File: src/rtl/vga_pkg.sv
// Shared constants for the VGA timing-bus pipeline: default field widths,
// the idle bus value and the maximum supported delay.
package vga_pkg;

    localparam int HCOUNT_W  = 11;
    localparam int VCOUNT_W  = 11;
    localparam int RGB_W     = 12;
    localparam int MAX_DEPTH = 16;

    localparam logic IDLE_SYNC = 1'b0;
    localparam logic IDLE_BLNK = 1'b1;

    typedef struct packed {
        logic hsync;
        logic vsync;
        logic hblnk;
        logic vblnk;
    } vga_strobes_t;

    localparam vga_strobes_t IDLE_STROBES = '{
        hsync: IDLE_SYNC,
        vsync: IDLE_SYNC,
        hblnk: IDLE_BLNK,
        vblnk: IDLE_BLNK
    };

endpackage

File: src/rtl/vga_shreg.sv
// Generic WIDTH x DEPTH shift register with enable; every stage resets to
// RST_VAL asynchronously.
module vga_shreg #(
    parameter int               WIDTH   = 1,
    parameter int               DEPTH   = 1,
    parameter logic [WIDTH-1:0] RST_VAL = '0
) (
    input  logic             clk,
    input  logic             rst_n,
    input  logic             en,
    input  logic [WIDTH-1:0] din,
    output logic [WIDTH-1:0] dout
);

    generate
        if (DEPTH < 1) begin : g_bad_depth
            $fatal(1, "vga_shreg: DEPTH must be at least 1");
        end
    endgenerate

    logic [WIDTH-1:0] stage_q [DEPTH];
    logic [WIDTH-1:0] stage_d [DEPTH];

    always_comb begin
        for (int i = 0; i < DEPTH; i++) begin
            stage_d[i] = stage_q[i];
        end
        if (en) begin
            stage_d[0] = din;
            for (int i = 1; i < DEPTH; i++) begin
                stage_d[i] = stage_q[i-1];
            end
        end
    end

    always_ff @(posedge clk or negedge rst_n) begin
        if (!rst_n) begin
            for (int i = 0; i < DEPTH; i++) begin
                stage_q[i] <= RST_VAL;
            end
        end else begin
            for (int i = 0; i < DEPTH; i++) begin
                stage_q[i] <= stage_d[i];
            end
        end
    end

    assign dout = stage_q[DEPTH-1];

endmodule

File: src/rtl/vga_bus_delay.sv
// Delays the VGA timing bus by DEPTH enabled cycles and rgb by DEPTH-RGB_LAG,
// with frame counter and lock flag. Define VGA_DELAY_BLANK_MASK_EN to zero rgb in blanking.
module vga_bus_delay #(
    parameter int HC_W    = vga_pkg::HCOUNT_W,
    parameter int VC_W    = vga_pkg::VCOUNT_W,
    parameter int RGB_W   = vga_pkg::RGB_W,
    parameter int DEPTH   = 2,
    parameter int RGB_LAG = 0,
    parameter int FC_W    = 8
) (
    input  logic             clk,
    input  logic             rst_n,
    input  logic             en,
    input  logic [HC_W-1:0]  in_hcount,
    input  logic [VC_W-1:0]  in_vcount,
    input  logic             in_hsync,
    input  logic             in_vsync,
    input  logic             in_hblnk,
    input  logic             in_vblnk,
    input  logic [RGB_W-1:0] in_rgb,
    output logic [HC_W-1:0]  out_hcount,
    output logic [VC_W-1:0]  out_vcount,
    output logic             out_hsync,
    output logic             out_vsync,
    output logic             out_hblnk,
    output logic             out_vblnk,
    output logic [RGB_W-1:0] out_rgb,
    output logic [FC_W-1:0]  frame_cnt,
    output logic             locked
);

    localparam int RGB_DEPTH = DEPTH - RGB_LAG;
    localparam int CTRL_W    = HC_W + VC_W + 4;
    localparam int FILL_W    = $clog2(vga_pkg::MAX_DEPTH + 1);
    localparam logic [CTRL_W-1:0] CTRL_IDLE = {{(HC_W + VC_W){1'b0}}, vga_pkg::IDLE_STROBES};

    generate
        if (DEPTH < 1 || DEPTH > vga_pkg::MAX_DEPTH || RGB_LAG < 0 || RGB_LAG > DEPTH) begin : g_bad_params
            $fatal(1, "vga_bus_delay: illegal DEPTH/RGB_LAG combination");
        end
    endgenerate

    logic [CTRL_W-1:0]     ctrl_in;
    logic [CTRL_W-1:0]     ctrl_dly;
    logic [CTRL_W-1:0]     ctrl_sel;
    logic [RGB_W-1:0]      rgb_dly;
    logic [RGB_W-1:0]      rgb_sel;
    vga_pkg::vga_strobes_t strobes;

    logic [FILL_W-1:0] fill_q, fill_d;
    logic              filled;
    logic              vsync_prev_q, vsync_prev_d;
    logic              vsync_rise;
    logic [FC_W-1:0]   frame_cnt_q, frame_cnt_d;
    logic              seen_rise_q, seen_rise_d;
    logic              locked_q, locked_d;

    assign ctrl_in = {in_hcount, in_vcount, in_hsync, in_vsync, in_hblnk, in_vblnk};

    vga_shreg #(
        .WIDTH   (CTRL_W),
        .DEPTH   (DEPTH),
        .RST_VAL (CTRL_IDLE)
    ) u_ctrl_shreg (
        .clk  (clk),
        .rst_n(rst_n),
        .en   (en),
        .din  (ctrl_in),
        .dout (ctrl_dly)
    );

    // Input rgb that already lags by DEPTH cycles needs no register at all.
    generate
        if (RGB_DEPTH == 0) begin : g_rgb_bypass
            assign rgb_dly = in_rgb;
        end else begin : g_rgb_shreg
            vga_shreg #(
                .WIDTH   (RGB_W),
                .DEPTH   (RGB_DEPTH),
                .RST_VAL ('0)
            ) u_rgb_shreg (
                .clk  (clk),
                .rst_n(rst_n),
                .en   (en),
                .din  (in_rgb),
                .dout (rgb_dly)
            );
        end
    endgenerate

    // The shorter rgb path fills early, so both paths are masked until the control path is full.
    assign filled = (fill_q == FILL_W'(DEPTH));

    always_comb begin
        ctrl_sel = filled ? ctrl_dly : CTRL_IDLE;
        rgb_sel  = filled ? rgb_dly  : '0;
    end

    assign {out_hcount, out_vcount, strobes} = ctrl_sel;
    assign out_hsync = strobes.hsync;
    assign out_vsync = strobes.vsync;
    assign out_hblnk = strobes.hblnk;
    assign out_vblnk = strobes.vblnk;

`ifdef VGA_DELAY_BLANK_MASK_EN
    assign out_rgb = (strobes.hblnk || strobes.vblnk) ? '0 : rgb_sel;
`else
    assign out_rgb = rgb_sel;
`endif

    always_comb begin
        fill_d       = (en && !filled) ? fill_q + 1'b1 : fill_q;
        vsync_rise   = en && out_vsync && !vsync_prev_q;
        vsync_prev_d = en ? out_vsync : vsync_prev_q;
        frame_cnt_d  = vsync_rise ? frame_cnt_q + 1'b1 : frame_cnt_q;
        seen_rise_d  = seen_rise_q | vsync_rise;
        locked_d     = locked_q | (vsync_rise & seen_rise_q);
    end

    always_ff @(posedge clk or negedge rst_n) begin
        if (!rst_n) begin
            fill_q       <= '0;
            vsync_prev_q <= 1'b0;
            frame_cnt_q  <= '0;
            seen_rise_q  <= 1'b0;
            locked_q     <= 1'b0;
        end else begin
            fill_q       <= fill_d;
            vsync_prev_q <= vsync_prev_d;
            frame_cnt_q  <= frame_cnt_d;
            seen_rise_q  <= seen_rise_d;
            locked_q     <= locked_d;
        end
    end

    assign frame_cnt = frame_cnt_q;
    assign locked    = locked_q;

endmodule
File: config.mk
export PLATFORM = sky130hd
export DESIGN_NAME = vga_bus_delay
export DESIGN_NICKNAME = d
export VERILOG_FILES = /design/src/rtl/vga_pkg.sv /design/src/rtl/vga_shreg.sv /design/src/rtl/vga_bus_delay.sv
export SDC_FILE = /design/constraint.sdc
export NUM_CORES = 1
export LEC_CHECK = 0
export ABC_AREA = 1
export CAP_MARGIN = 25
export CORE_UTILIZATION = 53
export DETAILED_ROUTE_END_ITERATION = 10
export PLACE_DENSITY = 0.93
export SETUP_SLACK_MARGIN = 0.5
export SLEW_MARGIN = 0
export SYNTH_ARGS = -nofsm -noshare
export SYNTH_HDL_FRONTEND = slang
export SYNTH_HIERARCHICAL = 1
export SYNTH_SLANG_ARGS = --single-unit
File: constraint.sdc
create_clock -name clk -period 2.2 [get_ports clk]
set_clock_uncertainty 0.1 [all_clocks]
set_input_delay 0.66 -clock clk [delete_from_list [all_inputs] [get_ports clk]]
set_output_delay 0.66 -clock clk [all_outputs]
set_load 0.02 [all_outputs]
* Word-level counts from Yosys, hierarchy flattened
Cells that the tools add are included.
** Operators by class
- $add $sub $neg :: 2
- Eq/ne operators :: 1
- Muxes and demuxes :: 2
- Bitwise operators :: 3
- Reduce and logical (&&, ||, !) cells :: 5
** Operators by type and width (count)
- 2-to-1 mux 26 bit :: 1
- 2-to-1 mux 12 bit :: 1
- adder 8 x 1 -> 8 bit (second input constant) :: 1
- adder 5 x 1 -> 5 bit (second input constant) :: 1
- equality test 5 x 2 -> 1 bit (second input constant) :: 1
- logical AND 1 bit :: 3
- logical NOT 1 bit :: 2
- bitwise OR 1 bit :: 2
- bitwise AND 1 bit :: 1
** Storage, ports and cells
- Flip-flop bits (word level) :: 92
- Input bits :: 41
- Logic and storage cells :: 22

* Depth between registers and ports, before layout
- Depth in word-level cells :: 6
- Depth in mapped cells :: 10

* Modules after synthesis
The synthesis kept the hierarchy.
** By module, submodules not included
- vga_shreg (u_ctrl_shreg) :: instances 1, cells an instance 246, area each 2200.9 um^2, sequential area each 1306.3 um^2
- vga_bus_delay :: instances 1, cells an instance 194, area each 1463.9 um^2, sequential area each 400.4 um^2
- vga_shreg (g_rgb_shreg.u_rgb_shreg) :: instances 1, cells an instance 114, area each 1064.8 um^2, sequential area each 600.6 um^2

* Least setup slack after synthesis
OpenSTA, ideal clock, no wires.
- Path type :: register to output
- Start :: register fill_q[0]
- End :: output port out_hcount[0]
- Arrival time :: 1257 ps
- Required time :: 1440 ps
- Path slack :: 183 ps
- Cell stages (with the launch flop) :: 9
- Path through :: dfrtp_1 -> inv_1 -> ha_1 -> inv_1 -> nor2_4 -> nand2_2 -> buf_6 -> buf_12 -> nor2_4
** Between the ends
- Word-level cells in the longest chain between the ends :: 2
** RTL lines
- start: declaration :: line vga_bus_delay.sv:50 : logic [FILL_W-1:0] fill_q, fill_d;
- start signal: assignment :: line vga_bus_delay.sv:128 : fill_q <= fill_d;
- equality test 5 x 2 -> 1 bit :: line vga_bus_delay.sv:92 : assign filled = (fill_q == FILL_W'(DEPTH));
- 2-to-1 mux 26 bit :: line vga_bus_delay.sv:95 : ctrl_sel = filled ? ctrl_dly : CTRL_IDLE;
- end: declaration :: line vga_bus_delay.sv:21 : output logic [HC_W-1:0] out_hcount,
No other way between the ends.

* Worst setup path in the final report
- Start :: register fill_q[0]
- End :: output port out_hcount[8]
The elaborated chain is that of the path after synthesis.

==> results.txt <==
Via count of the first global-routing pass = 3397
Clock insertion delay at the later pin of the skew report = 0.34 ns
Master cell of the clock root buffer = clkbuf_8
Pwr dens = 736 nW/µm²
Unrepaired setup endpoints after global routing = true
Share of post-route cells with drive strength above 1 = 0.268
Total of max-cap violations = 0
Number of fill cells = 639
Data arrival time at the worst-slack endpoint = 1.74 ns
Yosys warns = 6
Average footprint of a synthesized cell = 8.54 µm²
Period utilization = 1.14
Worst slew margin relative to its limit = 0.682
Slew at the pin with the worst max-slew slack = 0.477 ns
Leftover overflow at the end of global routing = 0
Cells on worst reg2reg path = 12
Detailed-route wire length = 9.65 mm
Sequential-to-total area share from yosys stat = 0.488
Run status = complete, but fails checks
Total global-route track usage = 0.215
Class of the most critical hold timing path = input pin to asynchronous set/reset pin
Worst setup slack for register-to-register paths = 0.32 ns
Clock input transition at the sequential cells of the worst setup and hold paths = 0.09 ns
CTS tree = done
Timing-limited maximum frequency = 0.399 GHz
Port-buffer cells = 87
Maximum vdd drop = 394 µV
Type of element launching the critical path = register
I/O Pins = 88
Count of inserted antenna diode cells = 0
DR pass1 iterations = 6
Area overhead of the layout relative to synthesis = 25.5%
Die Height = 96.5 µm
Width of the die = 96.5 µm
Final Hold Fails = 0
Detailed-route wire length per cell = 13.0 µm
Critical path data required time = 1.44 ns
FF+latch count, synth = 92
Launching point of the worst reg2reg path = fill_q[0]
Maximum buffer depth of the clock tree = 2
Die Outline Area = 9310 µm²
Total number of H-tree levels = 3
Least setup slack across all paths after layout = -0.304 ns
Initial Util = 0.545
Global placement routability congestion = 0.789
Synth unique cells = 24
Failing checks = setup timing
Final Total Pwr = 4370 µW
Global-route wire length before repair = 15.3 mm
Setup TNS Final = -9.49 ns
NumNets Final = 674
Dpl hpwl = 6.52 mm
Number of nets with antenna violations after detailed routing = 0
Syn Inst Count = 554
Final setup vio count = 38
Clock period minus worst slack = 2.50 ns
Kind of end point of the critical path = output pin
Hold Buf Count CTS = 0
Critical Path Fanout Max = 5
Register cell area after layout = 2310 µm²
Final routed DRC violation total = 0
Setup CP Type = register to output pin
Worst R2R End = frame_cnt[1]
Total clock sinks = 92
Static power due to leakage = 0.00303 µW
Std-Cell Core Area = 8680 µm²
Area occupied by multi-input gates = 1770 µm²
Count of pins over their slew limit = 0
CTS Buf Count = 9
Maximum number of pins on one net before global-route repair = 53
Floorplan row count = 34
Net count after synthesis = 598
Detailed-route vias per instance = 4.82
Number of antenna violations at the first check in global routing = 0
Detailed-route via count = 3582
Post-Syn Area = 4730 µm²
Iter 0 DRT Violations = 215
Yosys cell counts, drive strengths merged:
master	instances	area share
buf	57	0.11
clkbuf	1	0.0029
dfrtp	88	0.47
dfstp	4	0.022
ha	3	0.0079
inv	56	0.047
nand2	274	0.22
nand3	11	0.012
nand3b	1	0.0016
nand4	5	0.0079
nor2	44	0.087
o21ai	5	0.0053
or2	2	0.0026
xor2	3	0.0056
cell families after synthesis:
logic type / Yosys count / synth area share
compound gates: 5 / 0.00529
xor+xnor: 3 / 0.00556
fa+ha+maj: 3 / 0.00794
buf+inv: 114 / 0.159
flops: 92 / 0.488
simple gates: 337 / 0.334
layer usage:
| metal | vias to the layer above | GRT usage | share of wire |
|---|---|---|---|
| met1 | 1720 | 0.267 | 0.41 |
| li1 | 1742 | - | - |
| met4 | 0 | 0.0846 | 0.021 |
| met2 | 102 | 0.381 | 0.54 |
| met5 | - | 0 | 0 |
| met3 | 18 | 0.0282 | 0.035 |
cell usage in the layout (no fill, tap or decap), types with 2 or more instances in the layout:
cell type	Yosys	routed
buf_2	0	6
nor2_4	32	37
buf_12	4	6
nand2_1	263	262
nand4_1	4	4
clkbuf_8	1	9
o21ai_0	4	4
nand3_1	11	5
nand2_2	11	11
nor2_2	3	3
buf_4	43	27
ha_1	3	2
xor2_1	3	3
or2_1	2	2
dfrtp_2	0	2
clkbuf_1	0	3
inv_2	1	4
dfrtp_1	88	86
bufinv_16	0	2
buf_6	10	44
nand3_2	0	5
clkdlybuf4s50_1	0	38
inv_1	53	50
nor2_1	9	4
buf_16	0	2
dfstp_2	4	4
worst max-delay path, cell delays in order, from the launching register on:
cell and delay (ns):
dfrtp_1 0.42, inv_2 0.09, ha_4 0.13, inv_2 0.04, nor2_4 0.14, nand2_8 0.10, buf_12 0.15, buf_16 0.13
nor2_4 0.09, buf_6 0.12
where the power goes:
part | leakage [µW] | internal [µW] | switching, µW
Sequential | 0.00113 | 1890 | 126
Combinational | 0.00179 | 523 | 631
Clock | 0.000105 | 643 | 558
final cells by class:
cell class | count | area share
flip-flops and latches | 92 | 0.389
multi-input cells | 348 | 0.299
repair buffers | 123 | 0.216
inverters | 56 | 0.0375
clock buffers | 12 | 0.0228
well taps | 108 | 0.0228
clock inverters | 4 | 0.0124
sequential cells by signal (all words and copies together), names as in the netlist:
| signal | cells |
|---|---|
| frame_cnt | 8 |
| locked | 1 |
| vsync_prev_q | 1 |
| u_ctrl_shreg/dout | 26 |
| fill_q | 5 |
| u_ctrl_shreg/stage_q | 26 |
| g_rgb_shreg.u_rgb_shreg/dout | 12 |
| g_rgb_shreg.u_rgb_shreg/stage_q | 12 |
| seen_rise_q | 1 |
worst max-delay path by stage:
stage,endpoint,from,slack (ns)
2_1_floorplan,out_hcount[0],fill_q[0],0.19
3_3_place_gp,out_hcount[0],fill_q[0],-0.29
3_5_place_dp,out_vcount[0],fill_q[0],-0.32
4_1_cts,out_hcount[8],fill_q[0],-0.29
5_1_grt,out_vcount[4],fill_q[0],-0.36
6_report,out_hcount[8],fill_q[0],-0.30
through the flow:
stage	instances	worst slack (ns)	util	instance area [µm²]	hold slack, ns
after floorplan	554	0.192	-	4740	0.264
after global placement	708	-0.286	0.623	5410	0.350
after detailed placement	708	-0.325	0.623	5410	0.353
after CTS	737	-0.287	0.669	5800	0.138
after global routing	743	-0.363	0.684	5930	0.158
final	743	-0.304	0.684	5930	0.137
what timing repair did:
item                                    CTS  global route
buffers inserted                         11             6
gates resized for setup                 279            20
pin swaps                                 2             1
endpoints found under the setup margin   47            51
cloned                                    2             0
No activity file was read; power rests on OpenSTA's default activity.
